===== src/rtl/ads_router_pkg.sv =====
// Shared constants, FSM state type and sample helpers for the ADS1299 frame router.
package ads_router_pkg;

   localparam int N_CH     = 8;
   localparam int SAMPLE_W = 24;
   localparam int WORD_W   = 32;
   localparam int FRAME_W  = N_CH * SAMPLE_W;
   localparam int CH_IDX_W = 3;

   localparam logic [7:0] HDR_TAG = 8'hA5;

   // Raw-stream sequencer states: header word first, then the eight channel words.
   typedef enum logic [1:0] {
      ST_IDLE     = 2'd0,
      ST_SEND_HDR = 2'd1,
      ST_SEND_CH  = 2'd2
   } state_e;

   // Two's-complement 24-bit sample widened to a 32-bit stream word.
   function automatic logic [WORD_W-1:0] sign_extend(input logic [SAMPLE_W-1:0] s);
      return {{(WORD_W - SAMPLE_W){s[SAMPLE_W-1]}}, s};
   endfunction

   // Pick channel idx out of a packed frame (ch0 in the low bits).
   function automatic logic [SAMPLE_W-1:0] get_sample(input logic [FRAME_W-1:0] f,
                                                      input logic [CH_IDX_W-1:0] idx);
      return f[32'(idx) * SAMPLE_W +: SAMPLE_W];
   endfunction

endpackage


===== src/rtl/st_hold_reg.sv =====
// One-word Avalon-ST hold register: a load pulse captures a word and raises valid,
// which then stays up (data frozen) until the sink accepts it with ready.
module st_hold_reg
   import ads_router_pkg::*;
#(
   parameter int W = WORD_W
) (
   input  logic         clk,
   input  logic         rst_n,
   input  logic         load,
   input  logic [W-1:0] load_data,
   output logic         out_valid,
   output logic [W-1:0] out_data,
   input  logic         out_ready
);

   logic         valid_q, valid_d;
   logic [W-1:0] data_q, data_d;

   // Load wins; otherwise a handshake retires the held word.
   always_comb begin
      valid_d = valid_q;
      data_d  = data_q;
      if (load) begin
         valid_d = 1'b1;
         data_d  = load_data;
      end else if (valid_q && out_ready) begin
         valid_d = 1'b0;
      end
   end

   // State register with asynchronous clear.
   always_ff @(posedge clk or negedge rst_n) begin
      if (!rst_n) begin
         valid_q <= 1'b0;
         data_q  <= '0;
      end else begin
         valid_q <= valid_d;
         data_q  <= data_d;
      end
   end

   assign out_valid = valid_q;
   assign out_data  = data_q;

endmodule


===== src/rtl/ads_frame_router.sv =====
// ADS1299 frame router: streams each accepted frame as a 9-word raw packet and
// copies four selectable channels into independent single-word tap outputs.
//
// Handshake rule for every source here: a word transfers on a rising edge where
// valid and ready are both high; once valid is raised, valid and data hold
// unchanged until that transfer, and ready never feeds back into valid.
module ads_frame_router
   import ads_router_pkg::*;
#(
   parameter int unsigned SEL1 = 0,
   parameter int unsigned SEL2 = 1,
   parameter int unsigned SEL3 = 2,
   parameter int unsigned SEL4 = 3
) (
   input  logic          clk_clk,
   input  logic          reset_reset_n,
   input  logic          enable,
   input  logic          frame_valid,
   input  logic [23:0]   frame_status,
   input  logic [191:0]  frame_data,
   output logic          raw_out_valid,
   output logic [31:0]   raw_out_data,
   input  logic          raw_out_ready,
   output logic          fifo_1_out_valid,
   output logic [31:0]   fifo_1_out_data,
   input  logic          fifo_1_out_ready,
   output logic          fifo_2_out_valid,
   output logic [31:0]   fifo_2_out_data,
   input  logic          fifo_2_out_ready,
   output logic          fifo_3_out_valid,
   output logic [31:0]   fifo_3_out_data,
   input  logic          fifo_3_out_ready,
   output logic          fifo_4_out_valid,
   output logic [31:0]   fifo_4_out_data,
   input  logic          fifo_4_out_ready,
   output logic          busy,
   output logic [15:0]   drop_count
);

   state_e                state_q, state_d;
   logic [CH_IDX_W-1:0]   ch_idx_q, ch_idx_d;
   logic [FRAME_W-1:0]    frame_q, frame_d;
   logic                  raw_valid_q, raw_valid_d;
   logic [WORD_W-1:0]     raw_data_q, raw_data_d;
   logic [15:0]           drop_q, drop_d;

   logic                  accept;
   logic                  raw_hs;
   logic                  taps_busy;

   // A new frame needs the sequencer idle and every tap already drained, so no
   // tap word from the previous frame is ever overwritten.
   assign taps_busy = fifo_1_out_valid | fifo_2_out_valid | fifo_3_out_valid | fifo_4_out_valid;
   assign accept    = frame_valid && enable && (state_q == ST_IDLE) && !taps_busy;
   assign raw_hs    = raw_valid_q && raw_out_ready;

   // Next-state, raw-word and drop-counter logic.
   always_comb begin
      state_d     = state_q;
      ch_idx_d    = ch_idx_q;
      frame_d     = frame_q;
      raw_valid_d = raw_valid_q;
      raw_data_d  = raw_data_q;
      drop_d      = drop_q;

      // Enabled frames that cannot be taken are lost; count them, sticking at max.
      if (frame_valid && enable && !accept && (drop_q != 16'hFFFF)) begin
         drop_d = drop_q + 16'd1;
      end

      case (state_q)
         ST_IDLE: begin
            if (accept) begin
               frame_d     = frame_data;
               raw_valid_d = 1'b1;
               raw_data_d  = {HDR_TAG, frame_status};
               state_d     = ST_SEND_HDR;
            end
         end
         ST_SEND_HDR: begin
            if (raw_hs) begin
               ch_idx_d   = '0;
               raw_data_d = sign_extend(get_sample(frame_q, '0));
               state_d    = ST_SEND_CH;
            end
         end
         ST_SEND_CH: begin
            if (raw_hs) begin
               if (ch_idx_q == CH_IDX_W'(N_CH - 1)) begin
                  raw_valid_d = 1'b0;
                  state_d     = ST_IDLE;
               end else begin
                  ch_idx_d   = ch_idx_q + 1'b1;
                  raw_data_d = sign_extend(get_sample(frame_q, ch_idx_q + 1'b1));
               end
            end
         end
         default: begin
            raw_valid_d = 1'b0;
            state_d     = ST_IDLE;
         end
      endcase
   end

   // Sequencer registers; reset discards any frame in flight.
   always_ff @(posedge clk_clk or negedge reset_reset_n) begin
      if (!reset_reset_n) begin
         state_q     <= ST_IDLE;
         ch_idx_q    <= '0;
         frame_q     <= '0;
         raw_valid_q <= 1'b0;
         raw_data_q  <= '0;
         drop_q      <= '0;
      end else begin
         state_q     <= state_d;
         ch_idx_q    <= ch_idx_d;
         frame_q     <= frame_d;
         raw_valid_q <= raw_valid_d;
         raw_data_q  <= raw_data_d;
         drop_q      <= drop_d;
      end
   end

   assign raw_out_valid = raw_valid_q;
   assign raw_out_data  = raw_data_q;
   assign busy          = (state_q != ST_IDLE);
   assign drop_count    = drop_q;

   // Taps load straight from the input frame on the accept edge.
   st_hold_reg #(.W(WORD_W)) u_tap1 (
      .clk       (clk_clk),
      .rst_n     (reset_reset_n),
      .load      (accept),
      .load_data (sign_extend(frame_data[SEL1*SAMPLE_W +: SAMPLE_W])),
      .out_valid (fifo_1_out_valid),
      .out_data  (fifo_1_out_data),
      .out_ready (fifo_1_out_ready)
   );

   st_hold_reg #(.W(WORD_W)) u_tap2 (
      .clk       (clk_clk),
      .rst_n     (reset_reset_n),
      .load      (accept),
      .load_data (sign_extend(frame_data[SEL2*SAMPLE_W +: SAMPLE_W])),
      .out_valid (fifo_2_out_valid),
      .out_data  (fifo_2_out_data),
      .out_ready (fifo_2_out_ready)
   );

   st_hold_reg #(.W(WORD_W)) u_tap3 (
      .clk       (clk_clk),
      .rst_n     (reset_reset_n),
      .load      (accept),
      .load_data (sign_extend(frame_data[SEL3*SAMPLE_W +: SAMPLE_W])),
      .out_valid (fifo_3_out_valid),
      .out_data  (fifo_3_out_data),
      .out_ready (fifo_3_out_ready)
   );

   st_hold_reg #(.W(WORD_W)) u_tap4 (
      .clk       (clk_clk),
      .rst_n     (reset_reset_n),
      .load      (accept),
      .load_data (sign_extend(frame_data[SEL4*SAMPLE_W +: SAMPLE_W])),
      .out_valid (fifo_4_out_valid),
      .out_data  (fifo_4_out_data),
      .out_ready (fifo_4_out_ready)
   );

endmodule


===== config.mk =====
export PLATFORM = sky130hd
export DESIGN_NAME = ads_frame_router
export DESIGN_NICKNAME = d
export VERILOG_FILES = /design/src/rtl/ads_router_pkg.sv /design/src/rtl/st_hold_reg.sv /design/src/rtl/ads_frame_router.sv
export SDC_FILE = /design/constraint.sdc
export NUM_CORES = 1
export LEC_CHECK = 0
export BUFFER_PORTS_ARGS = -buffer_cell sky130_fd_sc_hd__buf_2
export CORE_UTILIZATION = 49
export DETAILED_ROUTE_END_ITERATION = 8
export GPL_TIMING_DRIVEN = 0
export PLACE_DENSITY_LB_ADDON = 0.05
export SLEW_MARGIN = 20
export SYNTH_ARGS = -nofsm -noshare
export SYNTH_HDL_FRONTEND = slang
export SYNTH_HIERARCHICAL = 1
export SYNTH_SLANG_ARGS = --single-unit
export TNS_END_PERCENT = 5

===== constraint.sdc =====
create_clock -name clk_clk -period 2.49 [get_ports clk_clk]
set_clock_uncertainty 0.2 [all_clocks]
set_input_delay 0.1245 -clock clk_clk [delete_from_list [all_inputs] [get_ports clk_clk]]
set_output_delay 0.1245 -clock clk_clk [all_outputs]
set_load 0.01 [all_outputs]

# Word-level counts from Yosys, hierarchy flattened
# Cells that the tools add are included.
[classes] multipliers=1 mux=26 add_sub_neg=2 eq_ne=9 reduce_logical=25 bitwise_logic=4 n_shift=1
[ops] cell="192-bit by 9-bit indexed part select with 24-bit output" count=1
[ops] cell="32-bit two-way mux" count=4
[ops] cell="32-bit one-hot mux with 3 select lines" count=1
[ops] cell="16-bit by 1-bit adder with 16-bit output (second input constant)" count=1
[ops] cell="16-bit inequality test (second input constant)" count=1
[ops] cell="4-bit AND reduction" count=3
[ops] cell="2-bit nonzero test" count=6
[ops] cell="1-bit two-way mux" count=11
[ops] cell="1-bit logical AND" count=10
[ops] cell="2-bit inequality test (second input constant)" count=5
[ops] cell="3-bit two-way mux" count=3
[ops] cell="2-bit two-way mux" count=4
[ops] cell="2-bit one-hot mux with 3 select lines" count=1
[ops] cell="3-bit one-hot mux with 2 select lines" count=1
[ops] cell="3-bit by 2-bit multiplier with 5-bit output (second input constant)" count=1
[ops] cell="5-bit AND reduction" count=1
[ops] cell="3-bit by 1-bit adder with 3-bit output (second input constant)" count=1
[ops] cell="3-bit equality test (second input constant)" count=1
[ops] cell="1-bit OR" count=3
[ops] cell="1-bit one-hot mux with 3 select lines" count=1
[ops] cell="3-bit nonzero test" count=1
[ops] cell="2-bit by 1-bit equality test with 1-bit output (second input constant)" count=1
[ops] cell="2-bit equality test (second input constant)" count=1
[ops] cell="1-bit logical NOT" count=2
[ops] cell="3 further kinds" count=3
[word_totals] output_inout_bits=182 word_cells=82 register_bits=346

# Logic depth before layout (Yosys ltp)
[logic_depth] ltp_word=8 depth_mapped=8

# Hierarchy
# The synthesis kept the hierarchy.
[by_module_without_submodules] mod="ads_frame_router" n_inst=1 seq_area_each_um2=6005.8 cells_per_inst=795 area_each_um2=11190.7
[by_module_without_submodules] mod="st_hold_reg" n_inst=4 seq_area_each_um2=825.8 cells_per_inst=71 area_each_um2=1377.6

# Worst setup path after synthesis
# No wires, ideal clock.
[synth_path] path_type="register -> register" start="register state_q[0]" end="register u_tap1.data_q[0], in the netlist u_tap1/out_data[0]" path_buffers=3 slack_ns=-0.123 required_ns=2.165 setup_ns=0.125 stages_incl_launch_ff=9 arrival_time_ns=2.288 cell_sequence="dfrtp_1 inv_1 ha_1 or3b_4 nor4_4 buf_2 buf_6 buf_12 mux2_4"
[synth_between] elab_chain_cells=3
[synth_rtl] element="start: declaration" line="ads_frame_router.sv:40" rtl="state_e state_q, state_d;"
[synth_rtl] element="start signal: assignment" line="ads_frame_router.sv:115" rtl="state_q <= state_d;"
[synth_rtl] element="2-bit logical NOT" line="ads_frame_router.sv:54" rtl="assign accept = frame_valid && enable && (state_q == ST_IDLE) && !taps_busy;"
[synth_rtl] element="1-bit logical AND (2 in a row)" line="ads_frame_router.sv:54"
[synth_rtl] element="via accept" line="ads_frame_router.sv:47" rtl="logic accept;"
[synth_rtl] element="end signal: assignment" line="st_hold_reg.sv:39" rtl="data_q <= data_d;"
[synth_rtl] element="end: declaration" line="st_hold_reg.sv:18" rtl="logic [W-1:0] data_q, data_d;"
# The timed path passes the listed nets, and every way through them passes these cells.
# A chain may end at the register's enable or synchronous reset.

# Worst setup path in the final report
[layout_path] start="register state_q[1]" end="register u_tap1.data_q[17], in the netlist u_tap1/out_data[17]"
# The elaborated chain is that of the path after synthesis.

==> flow_summary.ini <==
[outcome]
outcome = finished with violations
violations = negative setup slack

[route]
met1_length_um = 22900
wirelength_um = 51000
highest_layer = met4
wl_per_cell_um = 22.6
vias_per_cell = 5.33
first_iter_violations = 607
dr_total_vias = 12000
post-route-drc-count = 0
met3_length_um = 2950
ant_nets = 0
route.met2.wl_um = 24100
first_pass_iters = 6

[layout]
area_growth_pct = 41.4
layout-drive-gt1-share = 0.512
nets = 2006
final_common_cell = buf_2
postLayoutCoreUtil = 0.704
most-common-layout-cells = buf_2 (410), dfrtp_1 (372), dlygate4sd3_1 (224)

[sta]
setup_ws_ns = -0.0838
slew_headroom = 0.526
fmax_mhz = 389
rsz0062_at_grt = true
finalSetupViolCount = 149
whs_ns = 0.0905
fin_crit_ns = 2.57
worst_slew_pin_slew_ns = 0.703
timing.final.max_slew_violations = 0
period_share = 1.03
final_hold_viol_count = 0
fin_setup_tns_ns = -4.94

[hold_path]
hp-class = input port to register

[setup_path]
cp.buffers_inverters = 5
setup.worst_path.end_class = register
cp_top_family = buffers and inverters
crit_fanout = 7
max_stage_delay_ns = 0.42
path_cells = inv_2 -> ha_4 -> or3b_4 -> nor4_4 -> buf_6 -> buf_12 -> buf_12 -> clkbuf_16 -> mux2_4
critPathKind = register to register
worstPathRequired_ns = 2.71
cp_common_cell = buf_12
cp_slowest_cell = or3b_4
crit_arrival_ns = 2.79
start_kind = register

[clock_tree]
path_clk_slew_ns = 0.06
tritoncts = built
insertion_delay_ns = 0.55
cts_root_buf = clkbuf_16
numCtsBuffers = 42
clock_sinks = 372
clockBufferDepth = 3
h-tree-depth = 2

[die]
io_pins = 407
dieWidth_um = 187
start_util = 0.498
core_um2 = 33500
fp-row-count = 67
die_h_um = 187
dieArea_um2 = 34800

[global_route]
grt_max_degree = 99
grtUsageTotal = 0.294
antenna_found_initial = 2
grt_pass1_vias = 13100
grt_pass1_wl_um = 78100
grt_overflow = 0

[yosys]
seq_area_frac_synth = 0.557
async_reset_ff_frac = 1.00
yosys.area.top_type = dfrtp_1
synth_area_um2 = 16700
ys_seq_elements = 372
yosysTopAreaCellShare = 0.557
synthFlopType = dfrtp_1
synthCells = 1079
synth-edff-count = 0
yosys_warnings = 6
syn_area_per_cell_um2 = 15.5
yosys.cell_types.count = 47
syn_nets = 1310
synth_area_leaders = dfrtp_1 (56%), mux2_2 (14%), mux2_4 (10%)

[power]
total_power_mw = 30.8
power_leakage_nw = 10.9
power.density_nw_per_um2 = 1300
ir_drop_uv = 734

[place]
gp_congestion = 0.867
io_buffers = 406
place_hpwl_um = 34800

[flow_run]
max-cap-violations = 0
-- stage by stage --
stage | worst slack (ns) | cell area, um2 | cells
finish | -0.0838 | 23600 | 2257
global route | -0.116 | 23600 | 2257
CTS | -0.178 | 23500 | 2253
detailed placement | -0.694 | 19400 | 1936
global placement | -6.38 | 19300 | 1933
floorplan | 0.0473 | 16700 | 1079
-- worst reg2reg max path: stages, from the launching register on --
cell       delay [ns]
dfrtp_1          0.40
inv_2            0.09
ha_4             0.16
or3b_4           0.42
nor4_4           0.17
buf_6            0.18
buf_12           0.16
buf_12           0.18
clkbuf_16        0.19
mux2_4           0.31
-- what timing repair did --
| action | in CTS | in global routing |
|---|---|---|
| pin swaps | 4 | 1 |
| setup endpoints to repair | 351 | 439 |
| hold buffers | 224 | 0 |
| resized for setup | 70 | 28 |
| buffers inserted | 16 | 1 |
| endpoints found under the hold margin | 493 | 0 |
| cloned | 1 | 2 |
-- final timing paths --
| kind | start | end | slack [ns] | cells past startpoint |
|---|---|---|---|---|
| worst max-delay path | state_q[1] | u_tap1/out_data[17] | -0.08 | 9 |
| worst min-delay path | enable | drop_count[5] | 0.09 | 5 |
| worst max register to register | state_q[1] | u_tap1/out_data[17] | -0.08 | 9 |
| worst min register to register | raw_out_data[23] | raw_out_data[23] | 0.29 | 1 |
| max in group asynchronous | reset_reset_n | u_tap2/out_data[12] | 0.29 | 5 |
| min in group asynchronous | reset_reset_n | u_tap1/out_data[28] | 0.43 | 3 |
-- state kept, by name, summed over array words and instances (netlist names), 2 cells and up --
register	cells
ch_idx_q	3
drop_count	16
frame_q	192
raw_out_data	26
state_q	2
u_tap1/out_data	32
u_tap2/out_data	32
u_tap3/out_data	32
u_tap4/out_data	32
-- cells by family (layout without fill, tap and decap cells) --
kind of cell / after synthesis / after routing / share of synthesized area
xor gates and xnor gates: 12 / 12 / 0.00629
AOI/OAI and AO/OA: 155 / 155 / 0.0707
and+or+nand+nor: 47 / 47 / 0.0167
other: 0 / 2 / 0
adders and majority gates: 6 / 6 / 0.00449
muxes: 396 / 396 / 0.306
buffers and inverters: 91 / 819 / 0.0388
DFF: 372 / 372 / 0.557
-- cell usage after synthesis (7+ instances only) --
| cell | count |
|---|---|
| mux4_2 | 24 |
| inv_1 | 12 |
| buf_4 | 13 |
| o2111ai_1 | 24 |
| o221ai_1 | 23 |
| a21boi_0 | 23 |
| mux2_4 | 116 |
| clkbuf_1 | 24 |
| o2bb2ai_1 | 24 |
| nand2_1 | 10 |
| buf_12 | 12 |
| mux2_2 | 206 |
| xor2_1 | 9 |
| dfrtp_1 | 372 |
| mux2i_1 | 49 |
| buf_2 | 26 |
| a21oi_1 | 35 |
| nand3_1 | 7 |
-- report_power, final --
group / leakage [nW] / switching, mW / internal [mW]
logic: 5.67 / 6.07 / 7.26
registers: 4.47 / 1.86 / 9.07
clock network: 0.724 / 2.42 / 4.11
-- layout make-up --
type / count / area (um2)
Fill cell: 2353 / 9920
Sequential cell: 372 / 9310
Multi-Input combinational cell: 616 / 6820
Timing Repair Buffer: 653 / 4580
Clock buffer: 68 / 1310
Buffer: 78 / 817
Tap cell: 448 / 561
Clock inverter: 8 / 165
Inverter: 12 / 45.0
Antenna cell: 2 / 5.00
-- metal layers --
metal  vias up  global-route usage
met4         0              0.0798
met2       422               0.473
met3        63              0.0581
li1       5433                   -
met1      6120               0.407
met5         -                   0
Power figures use the tool's default switching activity.
